**src/rtl/message_scroller_if.sv**
```systemverilog
// Message scroller bus: button/auto-scroll controls, message write port and the
// visible character window. The optional dir signal exists only when
// SCROLL_REVERSE_EN is defined.
interface message_scroller_if #(
   parameter int unsigned AW = 4
);
   logic          btn_raw;
   logic          auto_en;
   logic          mem_we;
   logic [AW-1:0] mem_waddr;
   logic [3:0]    mem_wdata;
`ifdef SCROLL_REVERSE_EN
   logic          dir;
`endif
   logic [AW-1:0] offset;
   logic [3:0]    char3;
   logic [3:0]    char2;
   logic [3:0]    char1;
   logic [3:0]    char0;
   logic          step_pulse;

   modport master (
      output btn_raw, auto_en, mem_we, mem_waddr, mem_wdata,
`ifdef SCROLL_REVERSE_EN
      output dir,
`endif
      input  offset, char3, char2, char1, char0, step_pulse
   );

   modport slave (
      input  btn_raw, auto_en, mem_we, mem_waddr, mem_wdata,
`ifdef SCROLL_REVERSE_EN
      input  dir,
`endif
      output offset, char3, char2, char1, char0, step_pulse
   );
endinterface

```
**src/rtl/message_scroller.sv**
```systemverilog
// Message scroller: holds a 2**MSG_DEPTH_LOG2-entry message of 4-bit character
// codes and presents the four characters visible at the current scroll offset.
// The offset advances on a debounced button press or an auto-scroll tick.
// Optional feature macro: SCROLL_REVERSE_EN (adds bus.dir; dir=1 scrolls backwards).
module message_scroller #(
   parameter int unsigned DEBOUNCE_CYCLES = 50000,
   parameter int unsigned SCROLL_CYCLES   = 5000000,
   parameter int unsigned MSG_DEPTH_LOG2  = 4
) (
   input  logic              clk,
   input  logic              reset,
   message_scroller_if.slave bus
);

   localparam int unsigned Depth = 2 ** MSG_DEPTH_LOG2;
   localparam int unsigned DbW   = $clog2(DEBOUNCE_CYCLES);
   localparam int unsigned PsW   = $clog2(SCROLL_CYCLES);

   typedef logic [MSG_DEPTH_LOG2-1:0] off_t;

   logic           sync1_q, sync2_q;
   logic           db_q, db_d, db_prev_q;
   logic [DbW-1:0] db_cnt_q, db_cnt_d;
   logic [PsW-1:0] ps_q, ps_d;
   logic           btn_edge, tick, step;
   off_t           off_q, off_d;
   logic           step_pulse_q;
   logic [3:0]     msg_q  [Depth];
   logic [3:0]     char_q [4];

   // Two-flop synchronizer for the asynchronous button level.
   always_ff @(posedge clk or posedge reset) begin
      if (reset) begin
         sync1_q <= 1'b0;
         sync2_q <= 1'b0;
      end else begin
         sync1_q <= bus.btn_raw;
         sync2_q <= sync1_q;
      end
   end

   // Debounce next state: any agreement with the debounced state restarts the count.
   always_comb begin
      db_d     = db_q;
      db_cnt_d = db_cnt_q;
      if (sync2_q == db_q) begin
         db_cnt_d = '0;
      end else if (db_cnt_q == DbW'(DEBOUNCE_CYCLES - 1)) begin
         db_d     = ~db_q;
         db_cnt_d = '0;
      end else begin
         db_cnt_d = db_cnt_q + 1'b1;
      end
   end

   // Debounce state, counter and previous state for edge detection.
   always_ff @(posedge clk or posedge reset) begin
      if (reset) begin
         db_q      <= 1'b0;
         db_cnt_q  <= '0;
         db_prev_q <= 1'b0;
      end else begin
         db_q      <= db_d;
         db_cnt_q  <= db_cnt_d;
         db_prev_q <= db_q;
      end
   end

   // Auto-scroll prescaler: held at zero while disabled, wraps on the tick.
   always_comb begin
      tick = bus.auto_en && (ps_q == PsW'(SCROLL_CYCLES - 1));
      ps_d = ps_q + 1'b1;
      if (!bus.auto_en || tick) begin
         ps_d = '0;
      end
   end

   // Prescaler register.
   always_ff @(posedge clk or posedge reset) begin
      if (reset) begin
         ps_q <= '0;
      end else begin
         ps_q <= ps_d;
      end
   end

   // Step decode: a coincident press and tick collapse into one step.
   always_comb begin
      btn_edge = db_q & ~db_prev_q;
      step     = btn_edge | tick;
      off_d    = off_q;
      if (step) begin
`ifdef SCROLL_REVERSE_EN
         off_d = bus.dir ? off_q - 1'b1 : off_q + 1'b1;
`else
         off_d = off_q + 1'b1;
`endif
      end
   end

   // Offset and its one-cycle step indicator, both updated on the same edge.
   always_ff @(posedge clk or posedge reset) begin
      if (reset) begin
         off_q        <= '0;
         step_pulse_q <= 1'b0;
      end else begin
         off_q        <= off_d;
         step_pulse_q <= step;
      end
   end

   // Message storage; reset restores the identity pattern msg[i] = i.
   always_ff @(posedge clk or posedge reset) begin
      if (reset) begin
         for (int i = 0; i < int'(Depth); i++) begin
            msg_q[i] <= 4'(i);
         end
      end else if (bus.mem_we) begin
         msg_q[bus.mem_waddr] <= bus.mem_wdata;
      end
   end

   // Visible window reloads every cycle, so writes and offset changes show one edge later.
   always_ff @(posedge clk or posedge reset) begin
      if (reset) begin
         for (int k = 0; k < 4; k++) begin
            char_q[k] <= 4'(k);
         end
      end else begin
         for (int k = 0; k < 4; k++) begin
            char_q[k] <= msg_q[off_q + off_t'(k)];
         end
      end
   end

   assign bus.offset     = off_q;
   assign bus.step_pulse = step_pulse_q;
   assign bus.char3      = char_q[0];
   assign bus.char2      = char_q[1];
   assign bus.char1      = char_q[2];
   assign bus.char0      = char_q[3];

endmodule

```
**src/flat_wrapper.sv**
```systemverilog
// flat-port wrapper written by rule: the top's interface ports become plain ports
module message_scroller_flat 
#(
   parameter int unsigned DEBOUNCE_CYCLES = 50000,
   parameter int unsigned SCROLL_CYCLES   = 5000000,
   parameter int unsigned MSG_DEPTH_LOG2  = 4
)
  (clk, reset, bus_btn_raw, bus_auto_en, bus_mem_we, bus_mem_waddr, bus_mem_wdata, bus_offset, bus_char3, bus_char2, bus_char1, bus_char0, bus_step_pulse);
  message_scroller_if #(.AW(4)) bus_i ();
  input  logic clk;
  input  logic reset;
  input wire logic [$bits(bus_i.btn_raw)-1:0] bus_btn_raw;
  input wire logic [$bits(bus_i.auto_en)-1:0] bus_auto_en;
  input wire logic [$bits(bus_i.mem_we)-1:0] bus_mem_we;
  input wire logic [$bits(bus_i.mem_waddr)-1:0] bus_mem_waddr;
  input wire logic [$bits(bus_i.mem_wdata)-1:0] bus_mem_wdata;
  output wire logic [$bits(bus_i.offset)-1:0] bus_offset;
  output wire logic [$bits(bus_i.char3)-1:0] bus_char3;
  output wire logic [$bits(bus_i.char2)-1:0] bus_char2;
  output wire logic [$bits(bus_i.char1)-1:0] bus_char1;
  output wire logic [$bits(bus_i.char0)-1:0] bus_char0;
  output wire logic [$bits(bus_i.step_pulse)-1:0] bus_step_pulse;
  assign bus_i.btn_raw = bus_btn_raw;
  assign bus_i.auto_en = bus_auto_en;
  assign bus_i.mem_we = bus_mem_we;
  assign bus_i.mem_waddr = bus_mem_waddr;
  assign bus_i.mem_wdata = bus_mem_wdata;
  assign bus_offset = bus_i.offset;
  assign bus_char3 = bus_i.char3;
  assign bus_char2 = bus_i.char2;
  assign bus_char1 = bus_i.char1;
  assign bus_char0 = bus_i.char0;
  assign bus_step_pulse = bus_i.step_pulse;
  message_scroller #(.DEBOUNCE_CYCLES(DEBOUNCE_CYCLES), .SCROLL_CYCLES(SCROLL_CYCLES), .MSG_DEPTH_LOG2(MSG_DEPTH_LOG2)) u_core (.clk(clk), .reset(reset), .bus(bus_i));
endmodule
```
**config.mk**
```make
export PLATFORM = sky130hd
export DESIGN_NAME = message_scroller_flat
export DESIGN_NICKNAME = d
export VERILOG_FILES = /design/src/rtl/message_scroller_if.sv /design/src/rtl/message_scroller.sv /design/src/flat_wrapper.sv
export SDC_FILE = /design/constraint.sdc
export NUM_CORES = 1
export LEC_CHECK = 0
export CORE_UTILIZATION = 61
export DETAILED_ROUTE_END_ITERATION = 8
export MAX_ROUTING_LAYER = met4
export PLACE_DENSITY_LB_ADDON = 0.15
export SYNTH_ARGS = -nofsm -noshare
export SYNTH_HDL_FRONTEND = slang
export SYNTH_SLANG_ARGS = --single-unit
```
**constraint.sdc**
```tcl
create_clock -name clk -period 5.4 [get_ports clk]
set_input_delay 1.08 -clock clk [delete_from_list [all_inputs] [get_ports clk]]
set_output_delay 1.08 -clock clk [all_outputs]
set_load 0.05 [all_outputs]
```
== Word-level counts from Yosys, hierarchy flattened ==
Cells that the tools add are included.

* Register bits: 128
* Input port bits: 13

* Add/sub/neg operators: 5
* Magnitude comparators: 6
* Equal/unequal tests: 3
* Mux-type cells: 18
* Bitwise gates (word level): 10
* Reduce and logical (&&, ||, !) cells: 5

{| class="wikitable"
|+ Operators by type and width
! cell !! number
|-
| $bmux W4 S4 || 4
|-
| $bwmux W64 || 1
|-
| $mux W4 || 9
|-
| $mux W16 || 2
|-
| $ge A5 B5 Y1 const B || 5
|-
| $not A4 Y5 || 5
|-
| $add A23 B1 Y23 const B || 1
|-
| $eq A23 B23 Y1 const B || 1
|-
| $mux W23 || 1
|-
| $add A16 B1 Y16 const B || 1
|-
| $demux W4 S4 || 1
|-
| $eq A16 B16 Y1 const B || 1
|-
| $add A4 B2 Y4 const B || 2
|-
| $lt A5 B1 Y1 const B || 1
|-
| $add A4 B1 Y4 const B || 1
|-
| $not A1 Y1 || 3
|-
| $logic_and A1 B1 Y1 || 2
|-
| $reduce_and A2 Y1 || 1
|-
| $and A1 B1 Y1 || 1
|-
| $eq A1 B1 Y1 || 1
|-
| $logic_not A1 Y1 || 1
|-
| $logic_or A1 B1 Y1 || 1
|-
| $or A1 B1 Y1 || 1
|}

== Logic depth before layout (Yosys ltp) ==
Gate-level depths: netlist of the first run.

* Word-level depth: 6
* Gate-level depth with buffers: 11
* Mapped depth without buffers: 6

== Worst setup path before layout of the first run ==
OpenSTA, ideal clock, no wires.

* Path type: reg2reg
* From: reg u_core.off_q[0], in the netlist u_core.bus.offset[0]
* To: reg u_core.char_q, in the netlist u_core.bus.char0[2]
* Arrival: 2.989 ns
* Data required time: 5.259 ns
* Slack: 2.270 ns
* Stages on the path, launching flop included: 12
* Buffers on the path: 6
* Period minus slack after synthesis: 3.130 ns
* Path through: dfrtp_1 -> buf_2 -> buf_4 -> buf_2 -> inv_1 -> ha_1 -> buf_2 -> buf_2 -> buf_1 -> mux4_2 -> mux2i_1 -> mux2i_1

* Word-level cells in the longest chain between the ends: 5

{| class="wikitable"
|+ RTL lines
! what !! line !! text
|-
| start: declaration || message_scroller.sv:26 || <nowiki>off_t off_q, off_d;</nowiki>
|-
| start signal: assignment || message_scroller.sv:104 || <nowiki>off_q <= '0;</nowiki>
|-
| start signal: assignment || message_scroller.sv:107 || <nowiki>off_q <= off_d;</nowiki>
|-
| $add A4 B2 Y4 || message_scroller.sv:131 || <nowiki>char_q[k] <= msg_q[off_q + off_t'(k)];</nowiki>
|-
| $not A4 Y5 (not written as such) || message_scroller.sv:131 ||
|-
| $bmux W4 S4 || message_scroller.sv:131 ||
|-
| $mux W4 (not written as such) (2 in series) || message_scroller.sv:131 ||
|-
| end signal: indexed assignment || message_scroller.sv:127 || <nowiki>char_q[k] <= 4'(k);</nowiki>
|-
| end signal: indexed assignment || message_scroller.sv:131 ||
|-
| end: declaration || message_scroller.sv:29 || <nowiki>logic [3:0] char_q [4];</nowiki>
|}

Every way passes these cells. The select of a mux whose other input is x is not followed.
A chain may end at the register's enable or synchronous reset.

== Worst setup path in the final report of the first run ==
* From: reg u_core.off_q[2], in the netlist u_core.bus.offset[2]
* To: out bus_offset[2]

{| class="wikitable"
|+ RTL lines
! what !! line !! text
|-
| end: declaration || flat_wrapper.sv:17 || <nowiki>output wire logic [$bits(bus_i.offset)-1:0] bus_offset;</nowiki>
|}

No word-level cell between the ends.

==> qor.yml, run 1 <==
outcome:
  outcome: "finished, violations left"
  violations: "DRC"
grt:
  grt_pass1_vias: 5129
  use_met2_pct: 46.2
  grt-ovfl-total: 0
  grtUsageMet3_pct: 9.24
  use_met1_pct: 36.3
  grt_pass1_wl_um: 26700
  busiest_layer: "met2"
  grt_max_degree: 87
  antenna_found_initial: 0
  grt_usage_pct: 29.9
drt:
  vias: 4930
  drtPass1Iterations: 8
  drt-total-wl_um: 16200
  drcViolationCount: 13
  vias_per_cell: 6.68
  drtAntennaViolNets: 0
  drt_iter0_markers: 449
  routedWlPerCell_um: 21.9
cells_and_area:
  antennaDiodeCount: 0
  syn2layout_area_growth_pct: 14.0
  stdcell_count: 738
  fill_cells: 764
  multi_input_area_um2: 3840
  nets: 601
  drive_gt1_share_pct: 29.4
  regArea_um2: 3250
  design_area_um2: 8300
clock_tree:
  cts_hold_buf: 0
  cts_tree: "yes"
  cts_buffers: 17
  clock-root-buffer: "clkbuf_16"
  cts_setup_buffers: 0
  cts_resized: 0
  h-tree-depth: 4
  clock-sinks: 128
  clk_pin_slew_ps: 60
  insertion_delay_ps: 430
  clk_path_buf_depth: 2
critical_path:
  slowest_stage: "dfrtp_1"
  cp.arrival_ps: 2380
  cp_cell_sequence: "clkdlybuf4s50_1"
  path_buf_inv: 1
  r2r_cells: 7
  critPathMaxFanout: 19
  r2r_setup_slack_ps: 2650
  critical_path_class: "register to output pin"
  r2r-start: "u_core.bus.offset[0]"
  path_delay_family: "flip-flops"
  required_ps: 4320
  r2r_end: "u_core.bus.char2[2]"
  max_stage_delay_ps: 980
  critPathLaunchType: "register"
  crit_path_end_kind: "output pin"
floorplan:
  die_area_um2: 12400
  initial_core_util_pct: 63.2
  floorplan.die.width_um: 111
  rows: 39
  fp.coreArea_um2: 11500
  die_y_um: 111
  io_pins: 34
place:
  dp_hpwl_um: 10600
  placed_cells: 706
  port_buffers: 33
  gp_congestion: 0.844
  placed_area_um2: 7670
  place_ws_ps: 2380
timing:
  relSlewSlack_pct: 29.4
  slew_violations: 0
  hold_viol: 0
  period_needed_ps: 3460
  fin_skew_ps: 6.84
  worst_slack_ps: 1940
  period_share_pct: 64.1
  tightestPinTransition_ps: 1060
  rsz0062_at_grt: "false"
  setup_tns_ps: 0
  fmax_ghz: 0.289
  setup_viol: 0
job:
  drv_cap: 0
yosys:
  synthTopCellsByCount: "dfrtp_1, mux4_2, dfstp_2, mux2_2, nor2_1"
  synth_compound_area_share_pct: 4.78
  synth_top_family_by_area: "multiplexers"
  ys_ff_latch: 128
  synth_area_um2: 7280
  synthCells: 557
  synth_top_area_share_pct: 31.6
  synth_top_cell_by_area: "dfrtp_1"
  synth.most_common_cell: "dfrtp_1"
  avgSynthCellArea_um2: 13.1
  synth_warnings: 0
  synth_nets: 576
  synth_xor_area_share_pct: 3.85
  ys.flop_type: "dfrtp_1"
  synth_edf_count: 0
  synth_area_leaders: "dfrtp_1, mux4_2, dfstp_2"
  ys_types: 44
  synth_simple_gate_area_share_pct: 11.1
  synthArstFlopShare_pct: 100
  synth.area.mux_share_pct: 31.9
  synthAdderAreaFrac_pct: 1.03
  synth-seq-area-share_pct: 44.6
hold_path:
  hp-start: "u_core.sync1_q"
  hold_depth: 0
  hold_path.class: "register to register"
  whs_endpoint: "u_core.sync2_q"
power:
  power_per_cell_area_nw_per_um2: 371
  ir_drop_mv: 0.302
  leakagePower_nw: 3.44
==> where the power goes <==
| part | internal, mW | total, mW | switching (mW) |
|---|---|---|---|
| clock | 0.776 | 1.19 | 0.412 |
| sequential | 1.15 | 1.29 | 0.139 |
| combinational | 0.323 | 0.597 | 0.273 |
==> worst reg2reg max path, cell delays in order, from the launching register on <==
cell      delay, ps
dfrtp_4         440
inv_1            90
ha_1            740
buf_4           370
mux4_2          530
nor2b_1         140
a211oi_1        230
a21oi_1          60
==> sequential cells by signal, summed over array words and instances, names as in the netlist <==
signal,flops
u_core.db_cnt_q,16
u_core.bus.step_pulse,1
u_core.bus.char2,4
u_core.db_q,1
u_core.msg_q,64
u_core.ps_q,23
u_core.bus.char0,4
u_core.db_prev_q,1
u_core.bus.char1,4
u_core.bus.char3,4
u_core.bus.offset,4
u_core.sync2_q,1
u_core.sync1_q,1
==> through the flow <==
stage / power, mW / hold WS, ps / util (%)
3_5_place_dp: 1.89 / 360 / 66.6
3_3_place_gp: 1.87 / 331 / 66.6
4_1_cts: 3.09 / 363 / 72.0
6_report: 3.08 / 355 / 72.0
5_1_grt: 3.18 / 370 / 72.0
2_1_floorplan: 1.71 / 331 / -
==> how the worst max path moves through the flow <==
stage / from / to / slack, ps / cells past startpoint
after floorplan: reset / u_core.bus.char0[2] / 970 / 1
after global placement: u_core.bus.offset[2] / u_core.bus.char2[3] / 2370 / 3
after detailed placement: u_core.bus.offset[1] / u_core.bus.char2[3] / 2380 / 5
after CTS: u_core.bus.offset[2] / bus_offset[2] / 2000 / 1
after global routing: u_core.bus.offset[2] / bus_offset[2] / 1890 / 1
final: u_core.bus.offset[2] / bus_offset[2] / 1940 / 1
==> logic make-up (layout without fill, tap and decap cells) <==
kind of cell	Yosys count	after routing
AOI/OAI and AO/OA	55	55
xor gates and xnor gates	32	32
adders and majority gates	6	6
buffers and inverters	40	78
DFF	128	128
muxes	154	154
and+or+nand+nor	142	142
==> layout make-up <==
| cell class | instances | share of cell area (%) |
|---|---|---|
| multi-input combinational | 389 | 46.3 |
| clock buffer | 24 | 5.93 |
| timing repair buffer | 39 | 4.52 |
| inverter | 7 | 0.347 |
| sequential | 128 | 39.2 |
| clock inverter | 8 | 1.51 |
| tap | 143 | 2.16 |
==> placed cells by master (no fill, tap or decap), types with 3 or more instances in the layout <==
cell and instances:
dfrtp_1 91, mux4_2 56, mux2_2 36, dfstp_2 36
nor2_1 35, clkdlybuf4s50_1 33, mux2i_1 32, mux2_1 30
a21oi_1 23, nand2_1 17, xor2_1 17, clkbuf_16 17
nand3_1 15, xnor2_1 14, a211oi_1 12, nand4_1 10
o31ai_1 10, nor2b_1 9, or3_1 9, and3_1 8
or4_1 7, ha_1 6, buf_4 6, inv_1 5
and2_1 5, nor4_1 4, nand3b_1 4, and4_1 4
o21ai_0 4, clkbuf_8 4, or4_4 3, a21oi_2 3
bufinv_16 3, clkbuf_1 3
==> routing by layer <==
metal	up-vias	routed length (µm)	share of wire (%)
met5	-	0	0
met4	0	462	2.9
met3	33	1070	6.6
met2	185	8170	51
met1	2528	6460	40
li1	2184	-	-
No activity file was read; power rests on OpenSTA's default activity.
==> run 2, diff against run 1 <==
Clock period 5.4 ns to 3.4 ns, I/O delays scaled along.
==> qor.yml, run 2 (synthesis results as in run 1) <==
outcome:
  outcome: "finished, violations left"
  violations: "DRC"
grt:
  grt_pass1_vias: 5131  # +0.039%
  grt_usage_pct: 30.8  # +0.93 points
  antenna_found_initial: 1  # +1
  grt_max_degree: 69  # -21%
  grt-ovfl-total: 0  # unchanged
  grt_pass1_wl_um: 27600  # +3.3%
hold_path:
  hp-start: "u_core.sync1_q"
  whs_endpoint: "u_core.sync2_q"
  hold_depth: 0  # unchanged
  hold_path.class: "register to register"
cells_and_area:
  final_common_cell: "dfrtp_1"
  biggestRegsByFlops: "u_core.msg_q (64), u_core.ps_q (23), u_core.db_cnt_q (16)"
  top_register: "u_core.msg_q"
  syn2layout_area_growth_pct: 14.6
  drive_gt1_share_pct: 29.5  # +0.069 points
  stdcell_count: 741  # +0.41%
  final_util_pct: 72.4  # +0.37 points
  largest_reg_flops: 64  # unchanged
  nets: 603  # +0.33%
  mostFrequentLayoutCells: "dfrtp_1, mux4_2, mux2_2, dfstp_2, nor2_1"
drt:
  drtPass1Iterations: 7  # -1
  drt_iter0_markers: 310  # -31%
  drtAntennaViolNets: 0  # unchanged
  drt-total-wl_um: 16900  # +4.3%
  vias_per_cell: 6.65  # -0.49%
  drcViolationCount: 8  # -5
  vias: 4926  # -0.081%
  routedWlPerCell_um: 22.8  # +3.9%
clock_tree:
  clk_path_buf_depth: 2  # unchanged
  cts_buffers: 17  # unchanged
  cts_resized: 0  # unchanged
  clk_pin_slew_ps: 50  # about the same
  h-tree-depth: 4  # unchanged
  clock-sinks: 128  # unchanged
  cts_hold_buf: 0  # unchanged
  insertion_delay_ps: 420  # about the same
  clock-root-buffer: "clkbuf_16"
  cts_setup_buffers: 0  # unchanged
  cts_tree: "yes"
critical_path:
  cp_cell_sequence: "clkdlybuf4s50_1"
  path_buf_inv: 1  # unchanged
  critPathLaunchType: "register"
  r2r_end: "u_core.bus.char3[3]"
  slowest_stage: "clkdlybuf4s50_1"
  cp.arrival_ps: 2050  # -330 ps
  path_delay_family: "buffers and inverters"
  critical_path_class: "register to output pin"
  required_ps: 2720  # -1600 ps
  max_stage_delay_ps: 920  # -60 ps
  cp-startpoint: "u_core.bus.offset[3]"
  crit_path_end_kind: "output pin"
  r2r_cells: 5  # -2
  r2r-start: "u_core.bus.offset[0]"
  r2r_setup_slack_ps: 820  # -1830 ps
  critPathMaxFanout: 13  # -6
place:
  place_ws_ps: 809  # -1570 ps
  port_buffers: 33  # unchanged
  gp_congestion: 0.865  # +2.5%
  placed_cells: 708  # +0.28%
  dp_hpwl_um: 11300  # +6.6%
timing:
  hold_slack_ps: 370  # +15.0 ps
  fmax_ghz: 0.367
  setup_tns_ps: 0  # unchanged
  slew_violations: 0  # unchanged
  hold_viol: 0  # unchanged
  tightestPinTransition_ps: 1080  # +24.8 ps
  relSlewSlack_pct: 27.7  # -1.7 points
  period_needed_ps: 2730
  setup_viol: 0  # unchanged
  period_share_pct: 80.2
  worst_slack_ps: 674  # -1270 ps
  fin_skew_ps: 5.75  # -1.09 ps
  rsz0062_at_grt: "false"
floorplan:
  die_y_um: 111  # unchanged
  initial_core_util_pct: 63.2  # unchanged
  die_area_um2: 12400  # unchanged
  rows: 39  # unchanged
  floorplan.die.width_um: 111  # unchanged
  io_pins: 34  # unchanged
  fp.coreArea_um2: 11500  # unchanged
power:
  leakagePower_nw: 3.45  # +0.29%
  power_per_cell_area_nw_per_um2: 594  # +60%
  ir_drop_mv: 0.403  # +33%
job:
  drv_cap: 0  # unchanged
-- run 2: stage by stage --
| stage | cell area (µm²) | power, mW |
|---|---|---|
| after floorplan | 7280 | 2.71 |
| after detailed placement | 7710 | 3.03 |
| after CTS | 8340 | 4.97 |
| final | 8340 | 4.95 |
| after global routing | 8340 | 5.11 |
| after global placement | 7710 | 2.98 |
-- run 2: cell type report --
type | count | area, µm²
Sequential cell | 128 | 3250
Multi-Input combinational cell | 389 | 3840
Clock inverter | 10 | 159
Inverter | 7 | 30.0
Timing Repair Buffer | 41 | 415
Antenna cell | 1 | 2.50
Clock buffer | 22 | 464
Fill cell | 762 | 3180
Tap cell | 143 | 179
-- run 2: where the power goes --
group          switching (mW)  leakage (nW)  total (mW)  internal (mW)
Sequential              0.242          1.56        2.07           1.83
Combinational           0.441          1.58       0.958          0.517
Clock                   0.660         0.300        1.92           1.26
Total                    1.34          3.45        4.95           3.61
-- run 2: worst max path at each step --
stage                                endpoint  slack [ps]  cells past startpoint
final                           bus_offset[3]         670                      1
after CTS                       bus_offset[3]         680                      1
after global placement    u_core.bus.char3[3]         900                      5
after global routing            bus_offset[3]         640                      1
after detailed placement  u_core.bus.char3[3]         810                      5
after floorplan           u_core.bus.char0[2]         270                     11
-- run 2: per-layer routing --
layer / wire length (µm) / part of all wire (%) / vias up / GRT usage, %
met2: 8450 / 50 / 179 / 49.5
met3: 890 / 5.3 / 38 / 5.58
met5: 0 / 0 / - / -
li1: - / - / 2187 / -
met4: 521 / 3.1 / 0 / 15.0
met1: 7000 / 42 / 2522 / 37.9
==> run 3, diff against run 2 <==
Settings changed: CORE_UTILIZATION 61 to 55.
Clock period 3.4 ns to 2.5 ns, I/O delays scaled along.
==> qor.yml, run 3 (synthesis results as in run 1) <==
critical_path:
  critPathLaunchType: "register"
  crit_path_end_kind: "output pin"
  cp.arrival_ps: 1810  # -240 ps
  r2r-start: "u_core.bus.offset[0]"
  critPathMaxFanout: 9  # -4
  max_stage_delay_ps: 830  # -90 ps
  critical_path_class: "register to output pin"
  slowest_stage: "clkdlybuf4s50_1"
  r2r_setup_slack_ps: 340  # -480 ps
  r2r_end: "u_core.bus.char2[1]"
  required_ps: 2000  # -720 ps
  cp_cell_sequence: "buf_4 -> clkdlybuf4s50_1"
  r2r_cells: 7  # +2
timing:
  relSlewSlack_pct: 55.9  # +28 points
  slew_violations: 0  # unchanged
  fmax_ghz: 0.433
  hold_viol: 0  # unchanged
  setup_viol: 0  # unchanged
  period_share_pct: 92.4
  fin_skew_ps: 5.08  # -0.673 ps
  period_needed_ps: 2310
  tightestPinTransition_ps: 655  # -429 ps
  setup_tns_ps: 0  # unchanged
  rsz0062_at_grt: "false"
drt:
  drtPass1Iterations: 4  # -3
  drcViolationCount: 0  # -8
  vias: 4889  # -0.75%
  vias_per_cell: 6.22  # -6.4%
  drt-total-wl_um: 16300  # -3.4%
  routedWlPerCell_um: 20.7  # -8.9%
  drtAntennaViolNets: 0  # unchanged
  drt_iter0_markers: 309  # -0.32%
grt:
  grt_usage_pct: 27.3  # -3.5 points
  grt_pass1_vias: 4924  # -4.0%
  grt_pass1_wl_um: 26100  # -5.5%
  grt_max_degree: 129  # +87%
  grt-ovfl-total: 0  # unchanged
  antenna_found_initial: 0  # -1
power:
  power_per_cell_area_nw_per_um2: 751  # +26%
  p_total_mw: 6.34  # +28%
  ir_drop_mv: 0.470  # +17%
  leakagePower_nw: 3.52  # +2.1%
place:
  dp_hpwl_um: 11000  # -2.6%
  gp_congestion: 0.923  # +6.7%
  port_buffers: 33  # unchanged
hold_path:
  hold_path.class: "register to register"
  hold_depth: 0  # unchanged
  hp-start: "u_core.sync1_q"
  whs_endpoint: "u_core.sync2_q"
clock_tree:
  clk_pin_slew_ps: 50  # about the same
  insertion_delay_ps: 420  # about the same
  clock-root-buffer: "clkbuf_16"
  clock-sinks: 128  # unchanged
  cts_setup_buffers: 0  # unchanged
  cts_buffers: 17  # unchanged
  cts_hold_buf: 0  # unchanged
  h-tree-depth: 4  # unchanged
  cts_resized: 0  # unchanged
  cts_tree: "yes"
  clk_path_buf_depth: 2  # unchanged
cells_and_area:
  multi_input_area_um2: 3840  # +0.20%
  nets: 620  # +2.8%
  top_register: "u_core.msg_q"
  final_common_cell: "dfrtp_1"
  regArea_um2: 3250  # about the same
  mostFrequentLayoutCells: "dfrtp_1, mux4_2, mux2_2, dfstp_2, nor2_1"
  drive_gt1_share_pct: 32.6  # +3.1 points
  fill_cells: 962  # +26%
  syn2layout_area_growth_pct: 16.1
  antennaDiodeCount: 0  # -1
  largest_reg_flops: 64  # unchanged
  biggestRegsByFlops: "u_core.msg_q (64), u_core.ps_q (23), u_core.db_cnt_q (16)"
floorplan:
  floorplan.die.width_um: 117  # +5.2%
  initial_core_util_pct: 57.0  # -6.2 points
  rows: 41  # +5.1%
  die_y_um: 117  # +5.2%
  die_area_um2: 13700  # +11%
  fp.coreArea_um2: 12800  # +11%
  io_pins: 34  # unchanged
job:
  drv_cap: 0  # unchanged
outcome:
  outcome: "completed"
-- run 3: cell types whose count changed in the layout (fill, tap and decap cells not counted), moves of 2 or more --
cell	before	now
buf_4	6	24
bufinv_16	4	0
clkbuf_1	3	0
clkbuf_8	2	5
clkinv_2	3	6
clkdlybuf4s50_1	33	31
clkinvlp_4	3	5
-- run 3: layer usage --
metal  vias up  share of wire [%]  GRT usage [%]
met5         -                  0              -
met1      2520                 41           34.2
met2       135                 51           43.2
li1       2211                  -              -
met4         0                2.0           12.4
met3        23                6.4           5.41
-- run 3: critical path: cells and delay by family, from the launching register on --
kind	cells	cell delay, ps
flip-flops	1	360
buffers and inverters	2	1030
-- run 3: where the power goes --
part           internal [mW]  switching, mW
logic                  0.704          0.580
registers               2.49          0.307
clock network           1.38          0.875
-- run 3: final cells by class --
class                      count  share of cell area (%)
sequential                   128                    38.5
timing repair buffer          58                    6.52
inverter                       7                   0.355
tap                          172                    2.55
clock inverter                10                   0.711
multi-input combinational    389                    45.5
clock buffer                  22                    5.85
-- run 3: worst max-delay path by stage --
stage,from,depth (start not counted),slack (ps),end
after global routing,u_core.bus.offset[1],2,150,bus_offset[1]
after CTS,u_core.bus.offset[1],2,170,bus_offset[1]
after floorplan,u_core.bus.offset[0],10,6,u_core.bus.char2[1]
after global placement,bus_mem_we,5,290,u_core.msg_q[12]
after detailed placement,bus_mem_we,5,270,u_core.msg_q[12]
final,u_core.bus.offset[1],2,190,bus_offset[1]
-- run 3: per-stage QoR --
step                      hold WS [ps]  instances  setup WS, ps  util, %  instance area (µm²)
after floorplan                    331        557          6.02        -                 7330
after global placement             332        754           293     61.8                 7890
after detailed placement           335        754           268     61.8                 7890
after CTS                          347        786           173     66.1                 8450
after global routing               351        786           146     66.1                 8450
final                              346        786           189     66.1                 8450
